==> src/rtl/ic_fill_ctrl.sv <==
`default_nettype none
// ============================================================================
// Module      : ic_fill_ctrl
// Description : Instruction-cache miss responder. Captures a miss line
//               address, issues one burst read to memory, assembles the
//               returned beats into a full line and hands it back to the
//               i_cache with a single-cycle ic_miss_ack.
// Revision    : 1.0 - initial release
// ============================================================================
module ic_fill_ctrl #(
    parameter int ADDR_W = 15,
    parameter int LINE_W = 256,
    parameter int BEAT_W = 64
) (
    input  logic              clk,
    input  logic              rst,
    input  logic              ic_miss,
    input  logic [ADDR_W-1:0] ic_addr,
    output logic [LINE_W-1:0] ic_fill_data,
    output logic              ic_miss_ack,
    output logic              mem_req,
    output logic [ADDR_W-1:0] mem_addr,
    input  logic              mem_gnt,
    input  logic              mem_rvalid,
    input  logic [BEAT_W-1:0] mem_rdata,
    output logic              busy
);

    // Line geometry
    localparam int c_nbeats = LINE_W / BEAT_W;
    localparam int c_cnt_w  = (c_nbeats > 1) ? $clog2(c_nbeats) : 1;
    localparam int c_off_w  = $clog2(LINE_W / 8);

    localparam logic [c_cnt_w-1:0] c_cnt_one  = c_cnt_w'(1);
    localparam logic [c_cnt_w-1:0] c_cnt_last = c_cnt_w'(c_nbeats - 1);

    // FSM state encoding
    localparam logic [2:0] c_st_idle  = 3'd0;
    localparam logic [2:0] c_st_req   = 3'd1;
    localparam logic [2:0] c_st_data  = 3'd2;
    localparam logic [2:0] c_st_ack   = 3'd3;
    localparam logic [2:0] c_st_drain = 3'd4;

    logic [2:0]         r_state;
    logic [c_cnt_w-1:0] r_beat_cnt;
    logic               r_mem_req;
    logic [ADDR_W-1:0]  r_mem_addr;
    logic               r_ack;
    logic               r_busy;

    logic               w_beat_we;
    logic [ADDR_W-1:0]  w_line_addr;

    // The byte offset within the line is irrelevant to a line fill; folding
    // it into an otherwise unused net documents that it is deliberately dropped.
    logic               w_offset_unused;
    assign w_offset_unused = ^ic_addr[c_off_w-1:0];

    // A beat is only accepted while collecting; rvalid elsewhere is stray.
    assign w_beat_we   = (r_state == c_st_data) && mem_rvalid;
    assign w_line_addr = {ic_addr[ADDR_W-1:c_off_w], {c_off_w{1'b0}}};

    // Fill sequencer: every output is a register updated alongside the state.
    always_ff @(posedge clk or posedge rst) begin
        if (rst) begin
            r_state    <= c_st_idle;
            r_beat_cnt <= '0;
            r_mem_req  <= 1'b0;
            r_mem_addr <= '0;
            r_ack      <= 1'b0;
            r_busy     <= 1'b0;
        end else begin
            r_ack <= 1'b0;
            case (r_state)
                c_st_idle: begin
                    if (ic_miss) begin
                        r_mem_addr <= w_line_addr;
                        r_beat_cnt <= '0;
                        r_mem_req  <= 1'b1;
                        r_busy     <= 1'b1;
                        r_state    <= c_st_req;
                    end
                end
                c_st_req: begin
                    if (mem_gnt) begin
                        r_mem_req <= 1'b0;
                        r_state   <= c_st_data;
                    end
                end
                c_st_data: begin
                    if (mem_rvalid) begin
                        r_beat_cnt <= r_beat_cnt + c_cnt_one;
                        if (r_beat_cnt == c_cnt_last) begin
                            r_ack   <= 1'b1;
                            r_state <= c_st_ack;
                        end
                    end
                end
                c_st_ack: begin
                    r_state <= c_st_drain;
                end
                c_st_drain: begin
                    // i_cache drops the serviced miss during this cycle.
                    r_busy  <= 1'b0;
                    r_state <= c_st_idle;
                end
                default: begin
                    r_mem_req <= 1'b0;
                    r_busy    <= 1'b0;
                    r_state   <= c_st_idle;
                end
            endcase
        end
    end

    // One register per beat slot; each slot keeps the previous line until
    // its own beat of the next fill arrives.
    generate
        for (genvar gi = 0; gi < c_nbeats; gi++) begin : g_slot
            logic [BEAT_W-1:0] r_beat;

            // Capture this slot's beat when the counter points at it.
            always_ff @(posedge clk or posedge rst) begin
                if (rst) begin
                    r_beat <= '0;
                end else if (w_beat_we && (r_beat_cnt == c_cnt_w'(gi))) begin
                    r_beat <= mem_rdata;
                end
            end

            assign ic_fill_data[gi*BEAT_W +: BEAT_W] = r_beat;
        end
    endgenerate

    assign ic_miss_ack = r_ack;
    assign mem_req     = r_mem_req;
    assign mem_addr    = r_mem_addr;
    assign busy        = r_busy;

endmodule
`default_nettype wire

==> config.mk <==
export PLATFORM = sky130hd
export DESIGN_NAME = ic_fill_ctrl
export DESIGN_NICKNAME = d
export VERILOG_FILES = /design/src/rtl/ic_fill_ctrl.sv
export SDC_FILE = /design/constraint.sdc
export NUM_CORES = 1
export LEC_CHECK = 0
export BUFFER_PORTS_ARGS = -buffer_cell sky130_fd_sc_hd__buf_2
export CORE_ASPECT_RATIO = 1.4
export CORE_UTILIZATION = 54
export DETAILED_ROUTE_END_ITERATION = 8
export GPL_TIMING_DRIVEN = 0
export HOLD_SLACK_MARGIN = 0.05
export PLACE_DENSITY_LB_ADDON = 0.2
export SLEW_MARGIN = 20
export SYNTH_ARGS = -nofsm -noshare
export SYNTH_HDL_FRONTEND = slang
export SYNTH_SLANG_ARGS = --single-unit
==> constraint.sdc <==
create_clock -name clk -period 13.35 [get_ports clk]
set_clock_uncertainty 0.05 [all_clocks]
set_input_delay 2.0025 -clock clk [delete_from_list [all_inputs] [get_ports clk]]
set_output_delay 2.0025 -clock clk [all_outputs]
set_load 0.005 [all_outputs]
## Word-level counts from Yosys, hierarchy flattened

Cells that the tools add are included.

| word-level totals | value |
|---|---|
| word-level logic and storage cells | 54 |
| output and inout bits | 274 |
| register bits after elaboration | 274 |

| cells by class | value |
|---|---|
| add/sub/neg operators | 1 |
| equal/unequal tests | 11 |
| bitwise logic cells | 2 |
| muxes and demuxes | 15 |
| reduce and logical (&&, ||, !) cells | 15 |

Operators with widths:

| kind | number |
|---|---|
| two-way mux 3 bit | 4 |
| one-hot mux 3 bit (4 select lines) | 1 |
| equality test 3 x 2 -> 1 bit, second input constant | 2 |
| inequality test 2 bit, second input constant | 3 |
| AND reduction 3 bit | 2 |
| OR reduction 3 bit | 2 |
| logical AND 1 bit | 5 |
| two-way mux 1 bit | 5 |
| equality test 2 bit, second input constant | 2 |
| two-way mux 2 bit | 2 |
| one-hot mux 2 bit (2 select lines) | 1 |
| AND reduction 2 bit | 2 |
| AND reduction 4 bit | 1 |
| equality test 3 x 1 -> 1 bit, second input constant | 1 |
| equality test 3 bit, second input constant | 1 |
| zero test 3 bit | 1 |
| one-hot mux 1 bit (3 select lines) | 1 |
| adder 2 x 1 -> 2 bit, second input constant | 1 |
| equality test 2 x 1 -> 1 bit, second input constant | 1 |
| zero test 2 bit | 1 |
| inequality test 2 x 1 -> 1 bit, second input constant | 1 |
| NOT 1 bit | 2 |
| one-hot mux 1 bit (2 select lines) | 1 |
| nonzero test 2 bit | 1 |

## Logic depth before layout (Yosys ltp)

Gate-level depths: netlist of the first run.

| depth | value |
|---|---|
| word-level depth | 4 |
| mapped depth | 6 |
| depth with buffers taken out | 4 |

## Least setup slack after synthesis of the first run

No wires, ideal clock.

| timing path | value |
|---|---|
| kind | input port to flip-flop |
| start point | input port mem_rvalid |
| end point | register g_slot[3].r_beat[10] |
| required time | 13.175 ns |
| buffers on the path | 3 |
| arrival | 3.009 ns |
| setup time | 0.125 ns |
| stages on the path | 6 |
| setup slack | 10.167 ns |
| cells stage by stage | and4bb_1 buf_4 nand2_1 buf_6 buf_6 mux2_2 |

| between the ends | value |
|---|---|
| longest elaborated chain between the ends | 2 |

RTL lines:

| item | RTL line | source |
|---|---|---|
| start: declaration | 24 | `input logic mem_rvalid,` |
| logical AND 1 bit | 60 | `assign w_beat_we = (r_state == c_st_data) && mem_rvalid;` |
| logical AND 1 bit | 126 | `end else if (w_beat_we && (r_beat_cnt == c_cnt_w'(gi))) begin` |
| end signal: assignment | 127 | `r_beat <= mem_rdata;` |
| end: declaration | 120 | `logic [BEAT_W-1:0] r_beat;` |

No other way between the ends.
A chain may end at the register's enable or synchronous reset.

## Final worst setup path of the first run

| timing path | value |
|---|---|
| start point | register g_slot[1].r_beat[6] |
| end point | output port ic_fill_data[70] |

RTL lines:

| item | RTL line | source |
|---|---|---|
| start: declaration | 120 |  |
| start signal: assignment | 127 |  |
| end: declaration | 19 | `output logic [LINE_W-1:0] ic_fill_data,` |

No word-level cell between the ends.

==> results of run 1 <==
## how the worst max path moves through the flow
stage,cells after the start,endpoint
3_5_place_dp,6,g_slot[1].r_beat[31]
3_3_place_gp,2,g_slot[1].r_beat[55]
5_1_grt,1,ic_fill_data[191]
2_1_floorplan,1,busy
4_1_cts,1,ic_fill_data[70]
6_report,1,ic_fill_data[70]
## cells in the final DEF (no fill, tap or decap), types with 2 or more instances in the layout
cell type	netlist	routed
buf_2	2	349
dfrtp_1	274	274
mux2_2	267	267
clkbuf_16	0	27
buf_6	24	24
clkbuf_8	0	8
buf_4	6	6
conb_1	1	5
clkbuf_1	0	5
inv_1	5	4
ha_1	4	4
nand2_2	3	3
a21oi_1	3	3
clkinv_2	0	3
buf_16	0	3
nand2_1	2	2
a21o_1	2	2
nor2b_1	2	2
nor2_1	2	2
nand2b_1	2	2
## layout make-up
type	count	area [sq um]	share of cell area, %
sequential	274	6860	51.1
multi-input combinational	298	3210	24.0
clock buffer	40	805	6.00
timing repair buffer	350	1820	13.6
clock inverter	6	61.3	0.457
tap	244	305	2.28
antenna	1	2.50	0.0187
buffer	32	325	2.42
inverter	5	26.3	0.196
## stage by stage
stage	power [mW]	util [%]	instance area (sq um)	setup slack (ps)
2_1_floorplan	1.74	-	10400	3750
3_3_place_gp	2.17	66.4	12500	883
3_5_place_dp	2.21	66.9	12500	9800
4_1_cts	2.95	71.5	13400	10230
5_1_grt	3.08	71.5	13400	10200
6_report	2.92	71.5	13400	10250
## power breakdown
| part | switching, mW | internal, mW |
|---|---|---|
| Sequential | 0.157 | 1.16 |
| Clock | 0.299 | 0.433 |
| Combinational | 0.362 | 0.510 |
## synth_stat cells, drive strengths merged
cell type / n
a21o: 2
a21oi: 3
a22o: 1
and3: 1
and4bb: 1
buf: 32
conb: 1
dfrtp: 274
ha: 4
inv: 5
mux2: 267
nand2: 5
nand2b: 2
nand3: 1
nor2: 2
nor2b: 2
nor4b: 1
o32ai: 1
## layer usage
metal	vias up	track usage, %	routed length, um
li1	2894	-	-
met1	3259	28.5	8960
met2	238	41.7	12200
met3	61	5.05	1480
met4	0	11.0	1060
met5	-	0	0
## cells by family (layout without fill, tap and decap cells)
logic type                 Yosys count  in the layout  synth area share (%)
DFF                                274            274                  65.9
and+or+nand+nor                     15             15                 0.878
muxes                              267            267                  28.9
buffers and inverters               37            433                  3.31
AOI/OAI and AO/OA                    7              7                 0.457
other                                1              6                0.0361
adders and majority gates            4              4                 0.481
## state kept, by name (all words and copies together), names as in the netlist
signal,flops
r_state,3
mem_req,1
r_beat_cnt,2
ic_miss_ack,1
mem_addr,10
busy,1
g_slot.r_beat,256
==> flow_summary.json, run 1 <==
{
  "r2r_slack_ps": 11430,
  "worst_pin_slew_ps": 552,
  "worstPathArrival_ps": 1050,
  "worstHoldPathType": "reg -> reg",
  "grt.overflow.total": 0,
  "cp_slowest_stage_delay_ps": 390,
  "period_share_pct": 23.2,
  "num_rows": 59,
  "die_h_um": 166,
  "core-area_sq_mm": 0.0188,
  "cts_tree": "built",
  "grt_usage_pct": 24.0,
  "drc_errors": 0,
  "hpwl_um": 17000,
  "cp-start-kind": "flop",
  "globalplace.congestion": 0.770,
  "clk_latency_ps": 510,
  "clk_pin_slew_ps": 70,
  "root_buffer": "clkbuf_16",
  "antenna_found_initial": 1,
  "stdcell_count": 1250,
  "synth_cells": 605,
  "place_inst": 1203,
  "reg2regPathDepth": 5,
  "synth_area_sq_mm": 0.0104,
  "relSlewSlack_pct": 62.7,
  "p_per_area_mw_per_mm2": 218,
  "synth.area.top_cells": "dfrtp_1 66%, mux2_2 29%, buf_6 2.6%",
  "crit_slowest_cell": "dfrtp_1",
  "synth.top_cell.area_share_pct": 65.9,
  "drt_first_pass_iters": 4,
  "layout_min_cycle_time_ps": 3100,
  "io_buffers": 347,
  "maxCapViolCount": 0,
  "fmax_ghz": 0.323,
  "grt_pass1_vias": 6787,
  "grt_max_degree": 92,
  "cp-end-kind": "primary output",
  "synth.distinct_cells": 21,
  "wire_per_inst_um": 18.9,
  "final_hold_viol_count": 0,
  "dieArea_sq_mm": 0.0198,
  "ant_nets": 0,
  "yosysWarnings": 0,
  "clockBufferDepth": 3,
  "finalSetupTns_ps": 0,
  "synth_area_leader_cell": "dfrtp_1",
  "worstReg2RegStart": "r_state[1]",
  "peakVddDrop_uv": 156,
  "crit_start": "g_slot[1].r_beat[6]",
  "die_x_um": 119,
  "worstHoldStart": "busy",
  "wl_um": 23700,
  "dr_total_vias": 6452,
  "holdPathStages": 1,
  "cts_num_sinks": 274,
  "path_max_fanout": 2,
  "fillers": 1316,
  "numCtsBuffers": 26,
  "drive_above_1_share_pct": 69.1,
  "worstSetupPathType": "reg -> out",
  "seq_area_frac_synth_pct": 65.9,
  "path_cells": "buf_2",
  "io_pins": 358,
  "whs_ps": 439,
  "syn_area_per_cell_sq_um": 17.2,
  "cp_top_family": "flip-flops",
  "regToRegEndpoint": "g_slot[1].r_beat[31]",
  "start_util_pct": 55.5,
  "cts_setup_buffers": 0,
  "grt_pass1_wl_um": 37200,
  "critical_path_buf_inv_count": 1,
  "viasPerCell": 5.16,
  "holdPathEnd": "busy",
  "ctsHoldBuffers": 0,
  "cts_resized": 0,
  "p_leak_nw": 7.40,
  "syn_to_final_growth_pct": 29.0,
  "cp_data_required_time_ps": 11300,
  "htreeDepth": 1,
  "ys_seq_elements": 274,
  "status": "finished, final reports clean",
  "setup_viol": 0,
  "first_iter_violations": 226,
  "slew_viol_final": 0,
  "nets": 1075,
  "rsz0062_at_grt": "false"
}
Note: power is estimated with default switching activity, not from simulation.
==> run 2, diff against run 1 <==
--- a/config.mk
+++ b/config.mk
@@ -7,7 +7,7 @@
 export LEC_CHECK = 0
 export BUFFER_PORTS_ARGS = -buffer_cell sky130_fd_sc_hd__buf_2
 export CORE_ASPECT_RATIO = 1.4
-export CORE_UTILIZATION = 54
+export CORE_UTILIZATION = 45
 export DETAILED_ROUTE_END_ITERATION = 8
 export GPL_TIMING_DRIVEN = 0
 export HOLD_SLACK_MARGIN = 0.05
==> constraint.sdc (replaced) <==
create_clock -name clk -period 2.5 [get_ports clk]
set_clock_uncertainty 0.05 [all_clocks]
set_input_delay 0.375 -clock clk [delete_from_list [all_inputs] [get_ports clk]]
set_output_delay 0.375 -clock clk [all_outputs]
set_load 0.005 [all_outputs]
==> run 2 against run 1 <==
  * Worst setup slack worse by 9800 ps
  * Die area up 20%
  * Power rose to 5.4 times the previous value
  * Critical path depth up 2
  * Core utilization down 11 points
  * Via count up 0.74%
  * Worst hold slack worse by 360 ps
  * Combinational power rose to 5.4 times the previous value
  * Flip-flop and latch count unchanged
  * Global-route usage down 3.4 points
  * First-iteration DRC count down 36%
  * Clock power rose to 5.8 times the previous value
  * Largest cell class unchanged
  * Largest power group unchanged
==> flow_summary.json, run 2 (synthesis gave the netlist of run 1 again) <==
{
  "root_buffer": "clkbuf_16",
  "clk_pin_slew_ps": 60,
  "cp-end-kind": "flop",
  "num_rows": 65,
  "place_inst": 1266,
  "internal-power_mw": 11.5,
  "cp_slowest_stage_delay_ps": 660,
  "hpwl_um": 17600,
  "crit_slowest_cell": "nor4b_1",
  "p_per_area_mw_per_mm2": 1150,
  "viasPerCell": 4.90,
  "mostFrequentLayoutCell": "buf_2",
  "cts_setup_buffers": 0,
  "htreeDepth": 1,
  "worstHoldPathType": "in -> reg",
  "grt_pass1_wl_um": 37700,
  "peakVddDrop_uv": 785,
  "dieArea_sq_mm": 0.0237,
  "insertedDiodeCount": 0,
  "seqCellArea_sq_mm": 0.00686,
  "worstSetupPathType": "reg -> reg",
  "cp.depth": 3,
  "dr_total_vias": 6500,
  "cts_resized": 0,
  "p_sw_mw": 4.37,
  "pre_cts_ws_ps": 455,
  "rsz0062_at_grt": "false",
  "ant_nets": 0,
  "grt_usage_pct": 20.6,
  "fmax_ghz": 0.494,
  "finalPower_mw": 15.9,
  "multi_input_area_sq_mm": 0.00321,
  "comb_power_share_pct": 29.4,
  "critical_path_buf_inv_count": 1,
  "core-area_sq_mm": 0.0226,
  "final_cell_mix": "349 x buf_2, 274 x dfrtp_1, 267 x mux2_2, 27 x clkbuf_16, 24 x buf_6",
  "wl_um": 24200,
  "r2r_slack_ps": 470,
  "regToRegEndpoint": "mem_addr[9]",
  "final_area_sq_mm": 0.0138,
  "nets": 1094,
  "cp_top_family": "simple AND/OR/NAND/NOR gates",
  "numCtsBuffers": 27,
  "worst_pin_slew_ps": 735,
  "p_clk_share_pct": 26.6,
  "reg2regPathDepth": 3,
  "wire_per_inst_um": 18.2,
  "setup_ws_ps": 474,
  "grt_max_degree": 34,
  "cts_tree": "built",
  "clk_latency_ps": 520,
  "status": "finished, final reports clean",
  "drc_errors": 0,
  "setup.worst_path.end": "mem_addr[9]",
  "path_max_fanout": 10,
  "grt_pass1_vias": 6725,
  "crit_start": "r_state[0]",
  "maxCapViolCount": 0,
  "final_hold_viol_count": 0,
  "die_x_um": 130,
  "period_share_pct": 81.0,
  "first_iter_violations": 145,
  "layout_min_cycle_time_ps": 2030,
  "cp_data_required_time_ps": 2850,
  "cts_num_sinks": 274,
  "power_switching_share_pct": 27.5,
  "relSlewSlack_pct": 50.9,
  "clockBufferDepth": 3,
  "grt.overflow.total": 0,
  "pwr-share-seq_pct": 44.1,
  "antenna_found_initial": 0,
  "p_leak_nw": 7.54,
  "fillers": 1826,
  "drive_above_1_share_pct": 68.8,
  "io_buffers": 347,
  "drt_first_pass_iters": 4,
  "cp-start-kind": "flop",
  "worstReg2RegStart": "r_state[0]",
  "regMostFlops": "g_slot.r_beat",
  "place_area_sq_mm": 0.0127,
  "start_util_pct": 46.0,
  "slew_viol_final": 0,
  "largest_reg_flops": 256,
  "stdcell_count": 1327,
  "worstPathArrival_ps": 2380,
  "finalSetupTns_ps": 0,
  "globalplace.congestion": 0.751,
  "path_cells": "nor4b_1 > buf_2 > mux2_2",
  "setup_viol": 0,
  "syn_to_final_growth_pct": 32.6,
  "die_h_um": 182,
  "io_pins": 358
}
[run 2: final cells by class]
class / instances / share of cell area [%]
multi-input combinational: 298 / 23.3
inverter: 5 / 0.163
clock buffer: 35 / 5.55
clock inverter: 14 / 1.25
tap: 301 / 2.73
sequential: 274 / 49.7
buffer: 32 / 2.36
timing repair buffer: 368 / 14.9
[run 2: worst min-delay path by stage]
stage | startpoint | depth (start not counted) | to
after CTS | mem_rdata[46] | 2 | g_slot[1].r_beat[46]
after global placement | busy | 1 | busy
after floorplan | r_state[2] | 1 | r_state[0]
after detailed placement | busy | 1 | busy
after global routing | mem_rdata[4] | 2 | g_slot[1].r_beat[4]
final | mem_rdata[14] | 2 | g_slot[0].r_beat[14]
[run 2: power by group through the flow]
| stage | sequential, mW | combinational (mW) | clock [mW] |
|---|---|---|---|
| 2_1_floorplan | 7.24 | 2.07 | 0 |
| 3_3_place_gp | 7.01 | 4.61 | 0 |
| 3_5_place_dp | 7.07 | 4.74 | 0 |
| 4_1_cts | 7.00 | 4.77 | 4.33 |
| 5_1_grt | 7.24 | 5.11 | 4.49 |
| 6_report | 7.00 | 4.67 | 4.22 |
[run 2: repair_timing]
action                                  CTS  global route
hold buffers                             12             0
endpoints found under the setup margin    0             0
hold endpoints to repair                 36             0
[run 2: metal layers]
metal	share of wire (%)	up-vias	track usage (%)
li1	-	2934	-
met1	37	3287	23.4
met2	53	231	37.8
met3	6.9	48	4.51
met4	2.7	0	6.34
met5	0	-	0
[run 2: stage by stage]
| step | utilization [%] | hold slack [ps] |
|---|---|---|
| 2_1_floorplan | - | 405 |
| 6_report | 61.0 | 76.8 |
| 5_1_grt | 61.0 | 61.4 |
| 4_1_cts | 61.0 | 52.4 |
| 3_3_place_gp | 55.4 | 410 |
| 3_5_place_dp | 56.3 | 424 |
